$ cat config.mk
export PLATFORM = sky130hd
export DESIGN_NAME = add_fu_cdb
export DESIGN_NICKNAME = d
export VERILOG_FILES = /design/src/rtl/add_pkg.sv /design/src/rtl/add_alu.sv /design/src/rtl/add_fu_cdb.sv
export SDC_FILE = /design/constraint.sdc
export NUM_CORES = 1
export LEC_CHECK = 0
export ABC_CLOCK_PERIOD_IN_PS = 12500
export BUFFER_PORTS_ARGS = -buffer_cell sky130_fd_sc_hd__buf_2
export CORE_MARGIN = 2
export CORE_UTILIZATION = 30
export CTS_CLUSTER_SIZE = 16
export DETAILED_ROUTE_END_ITERATION = 8
export MAX_ROUTING_LAYER = met4
export SETUP_SLACK_MARGIN = 0.5
export SLEW_MARGIN = 20
export SYNTH_ARGS = -nofsm -noshare
export SYNTH_HDL_FRONTEND = slang
export SYNTH_HIERARCHICAL = 1
export SYNTH_SLANG_ARGS = --single-unit
$ cat constraint.sdc
create_clock -name clk -period 12.5 [get_ports clk]
set_input_delay 1.25 -clock clk [delete_from_list [all_inputs] [get_ports clk]]
set_output_delay 1.25 -clock clk [all_outputs]
set_load 0.05 [all_outputs]
$ cat src/rtl/add_pkg.sv
// Shared definitions for the add-class functional unit: widths, op codes, FSM encoding.
package add_pkg;

    localparam int unsigned DATA_W_DEF = 32;
    localparam int unsigned TAG_W_DEF  = 4;
    localparam int unsigned LAT_DEF    = 3;
    localparam int unsigned CNT_W      = 4;
    localparam int unsigned OP_W       = 3;

    localparam logic [OP_W-1:0] OP_ADD = 3'd0;
    localparam logic [OP_W-1:0] OP_SUB = 3'd1;
    localparam logic [OP_W-1:0] OP_AND = 3'd2;
    localparam logic [OP_W-1:0] OP_OR  = 3'd3;
    localparam logic [OP_W-1:0] OP_XOR = 3'd4;
    localparam logic [OP_W-1:0] OP_SLT = 3'd5;
    localparam logic [OP_W-1:0] OP_SLL = 3'd6;
    localparam logic [OP_W-1:0] OP_SRL = 3'd7;

    // Tag value meaning "no producer"; never accepted, never broadcast.
    localparam int unsigned TAG_NONE = 0;

    localparam logic [1:0] ST_IDLE = 2'd0;
    localparam logic [1:0] ST_EXEC = 2'd1;
    localparam logic [1:0] ST_WB   = 2'd2;

endpackage

$ cat src/rtl/add_alu.sv
// Combinational integer datapath for the add unit; all ops wrap modulo 2^DATA_W.
module add_alu
    import add_pkg::*;
#(
    parameter int unsigned DATA_W = DATA_W_DEF
) (
    input  logic [OP_W-1:0]   op_i,
    input  logic [DATA_W-1:0] vj_i,
    input  logic [DATA_W-1:0] vk_i,
    output logic [DATA_W-1:0] res_o
);

    logic [4:0] shamt;
    assign shamt = vk_i[4:0];

    // Result select by op code.
    always_comb begin
        res_o = '0;
        case (op_i)
            OP_ADD: res_o = vj_i + vk_i;
            OP_SUB: res_o = vj_i - vk_i;
            OP_AND: res_o = vj_i & vk_i;
            OP_OR:  res_o = vj_i | vk_i;
            OP_XOR: res_o = vj_i ^ vk_i;
            OP_SLT: res_o = ($signed(vj_i) < $signed(vk_i)) ? DATA_W'(1) : '0;
            OP_SLL: res_o = vj_i << shamt;
            OP_SRL: res_o = vj_i >> shamt;
        endcase
    end

endmodule

$ cat src/rtl/add_fu_cdb.sv
// Add-class functional unit: accept from the reservation station, execute over LAT
// cycles, then hold the result on the CDB request until granted.
module add_fu_cdb
    import add_pkg::*;
#(
    parameter int unsigned DATA_W = DATA_W_DEF,
    parameter int unsigned TAG_W  = TAG_W_DEF,
    parameter int unsigned LAT    = LAT_DEF
) (
    input  logic              clk,
    input  logic              rst,
    input  logic              flush,
    input  logic              start,
    input  logic [OP_W-1:0]   op_in,
    input  logic [DATA_W-1:0] vj_in,
    input  logic [DATA_W-1:0] vk_in,
    input  logic [TAG_W-1:0]  tag_in,
    output logic              accept,
    output logic              busy,
    output logic              cdb_req,
    input  logic              cdb_gnt,
    output logic              cdb_valid,
    output logic [TAG_W-1:0]  cdb_tag,
    output logic [DATA_W-1:0] cdb_data
);

    logic [1:0]        state_q, state_d;
    logic [CNT_W-1:0]  cnt_q, cnt_d;
    logic [OP_W-1:0]   op_q, op_d;
    logic [DATA_W-1:0] vj_q, vj_d;
    logic [DATA_W-1:0] vk_q, vk_d;
    logic [TAG_W-1:0]  tag_q, tag_d;
    logic [DATA_W-1:0] res_q, res_d;
    logic [DATA_W-1:0] alu_res;
    logic              in_wb;

    add_alu #(.DATA_W(DATA_W)) u_alu (
        .op_i  (op_q),
        .vj_i  (vj_q),
        .vk_i  (vk_q),
        .res_o (alu_res)
    );

    assign in_wb    = (state_q == ST_WB);
    assign busy     = (state_q != ST_IDLE);
    assign cdb_req  = in_wb & ~rst;
    assign cdb_tag  = in_wb ? tag_q : '0;
    assign cdb_data = in_wb ? res_q : '0;

    // State and datapath registers.
    always_ff @(posedge clk) begin
        if (rst) begin
            state_q <= ST_IDLE;
            cnt_q   <= '0;
            op_q    <= '0;
            vj_q    <= '0;
            vk_q    <= '0;
            tag_q   <= '0;
            res_q   <= '0;
        end else begin
            state_q <= state_d;
            cnt_q   <= cnt_d;
            op_q    <= op_d;
            vj_q    <= vj_d;
            vk_q    <= vk_d;
            tag_q   <= tag_d;
            res_q   <= res_d;
        end
    end

    // Next state, accept and broadcast handshake; flush overrides grant and start.
    always_comb begin
        state_d   = state_q;
        cnt_d     = cnt_q;
        op_d      = op_q;
        vj_d      = vj_q;
        vk_d      = vk_q;
        tag_d     = tag_q;
        res_d     = res_q;
        accept    = 1'b0;
        cdb_valid = 1'b0;

        if (flush) begin
            state_d = ST_IDLE;
            cnt_d   = '0;
        end else begin
            case (state_q)
                ST_IDLE: begin
                    if (start && (tag_in != TAG_W'(TAG_NONE)) && !rst) begin
                        accept  = 1'b1;
                        op_d    = op_in;
                        vj_d    = vj_in;
                        vk_d    = vk_in;
                        tag_d   = tag_in;
                        cnt_d   = CNT_W'(LAT - 1);
                        state_d = ST_EXEC;
                    end
                end
                ST_EXEC: begin
                    if (cnt_q == '0) begin
                        res_d   = alu_res;
                        state_d = ST_WB;
                    end else begin
                        cnt_d = cnt_q - CNT_W'(1);
                    end
                end
                ST_WB: begin
                    if (cdb_gnt && !rst) begin
                        cdb_valid = 1'b1;
                        state_d   = ST_IDLE;
                    end
                end
                default: begin
                    state_d = ST_IDLE;
                    cnt_d   = '0;
                end
            endcase
        end
    end

endmodule

Yosys cells after proc, flatten, opt, wreduce, memory -nomap -nowiden. Index checks and enable logic that the tools add are counted.

Add/subtract/negate cells: 3. $lt $le $gt $ge: 1. Eq/ne operators: 13. Shift operators: 2. Multiplexer cells: 17. Bitwise operators: 7. Reduce and logical (&&, ||, !) cells: 14.

Operator list (number): $pmux W32 S8 (1); $add A32 B32 Y32 (1); $and A32 B32 Y32 (1); $lt A32 B32 Y1 (1); $mux W32 (1); $or A32 B32 Y32 (1); $shl A32 B5 Y32 (1); $shr A32 B5 Y32 (1); $sub A32 B32 Y32 (1); $xor A32 B32 Y32 (1); $eq A3 B3 Y1 const B (4); $mux W4 (3); $pmux W4 S3 (1); $reduce_and A3 Y1 (4); $mux W1 (7); $eq A3 B2 Y1 const B (2); $mux W2 (3); $ne A2 B2 Y1 const B (3); $pmux W2 S3 (1); $logic_not A4 Y1 (1); $reduce_bool A4 Y1 (1); $sub A4 B1 Y4 const B (1); $eq A3 B1 Y1 const B (1); $logic_and A1 B1 Y1 (3); other kinds (10) (12).

Register bits after elaboration: 109. Input port bits: 76. Output and inout port bits: 40. Logic and storage cells: 64.

Logic depth before layout (Yosys ltp).
Depth in word-level cells: 6. Depth in mapped cells: 19. Mapped depth without buffers: 14.

Cells and area by module. Netlist, hierarchy kept.

Modules (own cells, without submodules): add_alu (times used 1, cells each 1253, area each 8179.1 µm², sequential area each 0.0 µm²); add_fu_cdb (times used 1, cells each 470, area each 4621.9 µm², sequential area each 2182.1 µm²).

Worst setup path before layout. Ideal clock, no wire load.

Path kind: reg-to-reg. From: register vk_q[2]. To: register res_q[30]. Setup time: 70 ps. Arrival: 4308 ps. Data required time: 12430 ps. Setup slack: 8121 ps. Cell stages (with the launch flop): 20. Buffers on the path: 6. Clock period less this slack: 4379 ps. Cells stage by stage: dfxtp_1 > buf_6 > inv_1 > buf_1 > buf_2 > buf_1 > buf_2 > ha_1 > buf_2 > o21bai_1 > a211oi_1 > nor4_2 > or3_1 > o41ai_4 > o311ai_4 > a311oi_1 > a31oi_1 > o21ai_1 > nand3_1 > a21oi_1.

Word-level cells in the longest chain between the ends: 2. Elaborated cells on any way between the ends: 5. Classes of those cells: 2 x add/sub; 2 x shift; 1 x mux.

Ends and longest elaborated chain: start, declared (RTL line add_fu_cdb.sv:31) `logic [DATA_W-1:0] vk_q, vk_d;`; start signal, assigned (RTL line add_fu_cdb.sv:65) `vk_q <= vk_d;`; $sub A32 B32 Y32 (tied with other cells) (RTL line add_alu.sv:21) `OP_SUB: res_o = vj_i - vk_i;`; $pmux W32 S8 (*) (RTL line add_alu.sv:19) `case (op_i)`; via alu_res[30] (RTL line add_fu_cdb.sv:34) `logic [DATA_W-1:0] alu_res;`; end signal, assigned (RTL line add_fu_cdb.sv:67) `res_q <= res_d;`; end, declared (RTL line add_fu_cdb.sv:33) `logic [DATA_W-1:0] res_q, res_d;`.

Mark *: on every way through the listed nets, which the timed path passes. The rest lies on a longest branch. A chain may end at the register's enable or synchronous reset.

Worst setup path in the final report.
From: register vk_q[3]. To: register res_q[0].

Word-level cells in the longest chain between the ends: 3. Elaborated cells on any way between the ends: 5. Classes of those cells: 1 x order compare; 2 x shift; 2 x mux.

Ends and longest elaborated chain: $lt A32 B32 Y1 (RTL line add_alu.sv:25) `OP_SLT: res_o = ($signed(vj_i) < $signed(vk_i)) ? DATA_W'(1) : '0;`; $mux W1 (RTL line add_alu.sv:25); $pmux W32 S8 (*) (RTL line add_alu.sv:19); via alu_res[0] (RTL line add_fu_cdb.sv:34).

Marked as above.

==> reports/qor.txt <==
final hold violations - 0
Setup Crit Path Kind - reg2reg
final setup fails - 0
Die Y - 211 um
r2r setup slk - 7940 ps
Arr. time, crit path - 4870 ps
H-Tree Depth - 3
GP Congestion - 1.03
initial antenna violation count - 0
Pleak - 5.42 nW
yosys warns - 6
vias in the first global route - 12500
maximum VDD drop - 0.0000572 V
port buffer count - 115
Max Root-Sink Buffers - 2
Routed WL per cell - 23.3 um
drt total wl - 53.2 mm
Clock Sink Count - 109
# placed instances - 2271
RSZ-0062 raised after global routing - no
power per cell area - 82.0 nW/um2
DRT Pass-1 Iters - 8
CTS tree - yes
Max-Cap Viols - 0
Least-Margin Pin Slew - 1100 ps
most frequent cells after synthesis - 199 x a21oi_1, 158 x nor2_1, 111 x inv_1
leading area contributor after synthesis - dfxtp_1
CTS Root Cell - clkbuf_16
I/O Pins - 116
gr ovfl total - 0
fmax - 0.219 GHz
Max Slew Vio Count - 0
Synth Cell Area - 12800 um2
GRT Max-Usage Layer - met2
top_reg_cell synth - dfxtp_1
nets - 1920
GRT Total Usage - 24.0%
top-count cell post-synth - a21oi_1
status - complete, no violations
fraction of layout cells with a size suffix above 1 - 16.2%
Hold Buf Count CTS - 0
vias per inst - 5.89
Non-Filler Instances - 2287
PostCTS Resize Cnt - 0
cts bufs inserted - 9
final routed DRC violation total - 0
Clock Skews - 11.6 ps
dpl hpwl - 40.4 mm
syn nets - 1900
area grow syn2layout - 9.18%
Slew headroom - 26.4%
CP Data Required Time - 12810 ps
Antenna Nets Post-Route - 0
largest net degree at the start of global routing - 78
DRT iter0 DRCs - 1645
number of synthesized register bits - 109
Worst-path clk slew - 80 ps
share of the synthesized area in the top cell type - 17.0%
first-pass GRT wire length - 78.4 mm
met3 Resource Use GR - 4.10%
worst skew pair latency - 390 ps
Antenna diodes - 0
CP Capture Type - register
synth top area cells - dfxtp_1 17%, ha_1 9.7%, a21oi_1 7.8%
Fin Setup TNS - 0 ps
EDFF count, synth - 0
global-route met1 utilization - 33.5%
die area - 44300 um2
met2 Track Usage GR - 35.5%
initial core utilization - 30.4%
Startpoint Class - register
post-CTS setup buffer count - 0
synthesized instance count - 1723
FP Rows - 75
Die W - 211 um
final worst-path cycle share - 36.5%
Vias - 13500
count of different cell masters after synthesis - 90
Min Clock Period, post-route - 4560 ps
worst hold path class - reg2reg
core area - 42000 um2
CP Max Fanout - 77
asr flop ratio synth - 0%
Seq/Total Area, Yosys - 17.0%
syn avg cell area - 7.43 um2
[layer usage]
metal / share of wire [%] / routed length [um]
met5: 0 / 0
met4: 2.3 / 1240
met3: 7.6 / 4050
met2: 43 / 23100
met1: 47 / 24800
[critical path: stages (launching register included)]
cell,delay [ps]
dfxtp_2,320
buf_4,580
inv_1,90
buf_4,270
ha_1,400
nor2_1,90
a211oi_1,510
nor4_2,100
or3_1,460
o41ai_4,450
o311ai_4,160
a311oi_1,450
o2111ai_1,200
nand3_1,150
nand3_1,80
a21oi_1,120
[layout by cell type, fill, tap and decap left out, types with 11 or more instances in the layout]
master and instances:
a222oi_1 17, o21ai_0 107, mux2i_1 51, a21o_1 20, o22ai_1 14, a211oi_1 24
nor2_1 158, and2_1 41, a21oi_1 199, nand3_1 56, nand4_1 13, nor3_1 19
nor2b_1 82, o31ai_1 12, inv_1 110, buf_4 28, nand2_1 109, o211ai_1 28
xnor2_1 19, buf_2 114, ha_1 99, dfxtp_1 104, mux2_2 75, mux4_2 23
o21ai_1 11, a31oi_1 17
[stage by stage]
stage | util, % | setup slack, ps | hold slack [ps] | cell area [um2] | total power, mW
global route | 33.2 | 7630 | 494 | 14000 | 1.21
global placement | 32.6 | 8120 | 447 | 13700 | 0.846
detailed placement | 32.6 | 8090 | 456 | 13700 | 0.847
floorplan | - | 8120 | 431 | 12800 | 0.697
CTS | 33.2 | 8060 | 467 | 14000 | 1.15
finish | 33.2 | 7940 | 460 | 14000 | 1.15
[where the power goes]
part / leakage (nW) / switching (mW) / internal, mW
clock network: 0.137 / 0.146 / 0.147
logic: 4.40 / 0.298 / 0.164
registers: 0.890 / 0.0306 / 0.361
total: 5.42 / 0.474 / 0.673
[kinds of logic after synthesis]
| group | Yosys count | share of synthesized area, % |
|---|---|---|
| mux | 154 | 15.1 |
| fa+ha+maj | 101 | 9.99 |
| buf+inv | 247 | 7.97 |
| compound gates | 552 | 27.6 |
| flops | 109 | 17.0 |
| xor+xnor | 23 | 1.57 |
| simple gates | 537 | 20.7 |
[registers in the layout (all words and copies together) (netlist names)]
name / cells
vk_q: 32
tag_q: 4
op_q: 3
cnt_q: 4
vj_q: 32
state_q: 2
res_q: 32
[layout make-up]
class,count,area [um2]
repair buffers,142,781
flip-flops and latches,109,2190
well taps,539,674
inverters,114,428
clock buffers,11,254
clock inverters,5,33.8
fillers,4552,28100
multi-input cells,1367,9610
[worst paths after layout]
check	start	cells past startpoint	end
worst max register to register	vk_q[3]$_SDFFE_PP0P_	15	res_q[0]$_SDFFE_PP0P_
worst max-delay path	vk_q[3]$_SDFFE_PP0P_	15	res_q[0]$_SDFFE_PP0P_
worst min register to register	tag_q[0]$_SDFFE_PP0P_	2	tag_q[0]$_SDFFE_PP0P_
worst min-delay path	tag_q[0]$_SDFFE_PP0P_	2	tag_q[0]$_SDFFE_PP0P_
(Power assumes the default switching activity.)
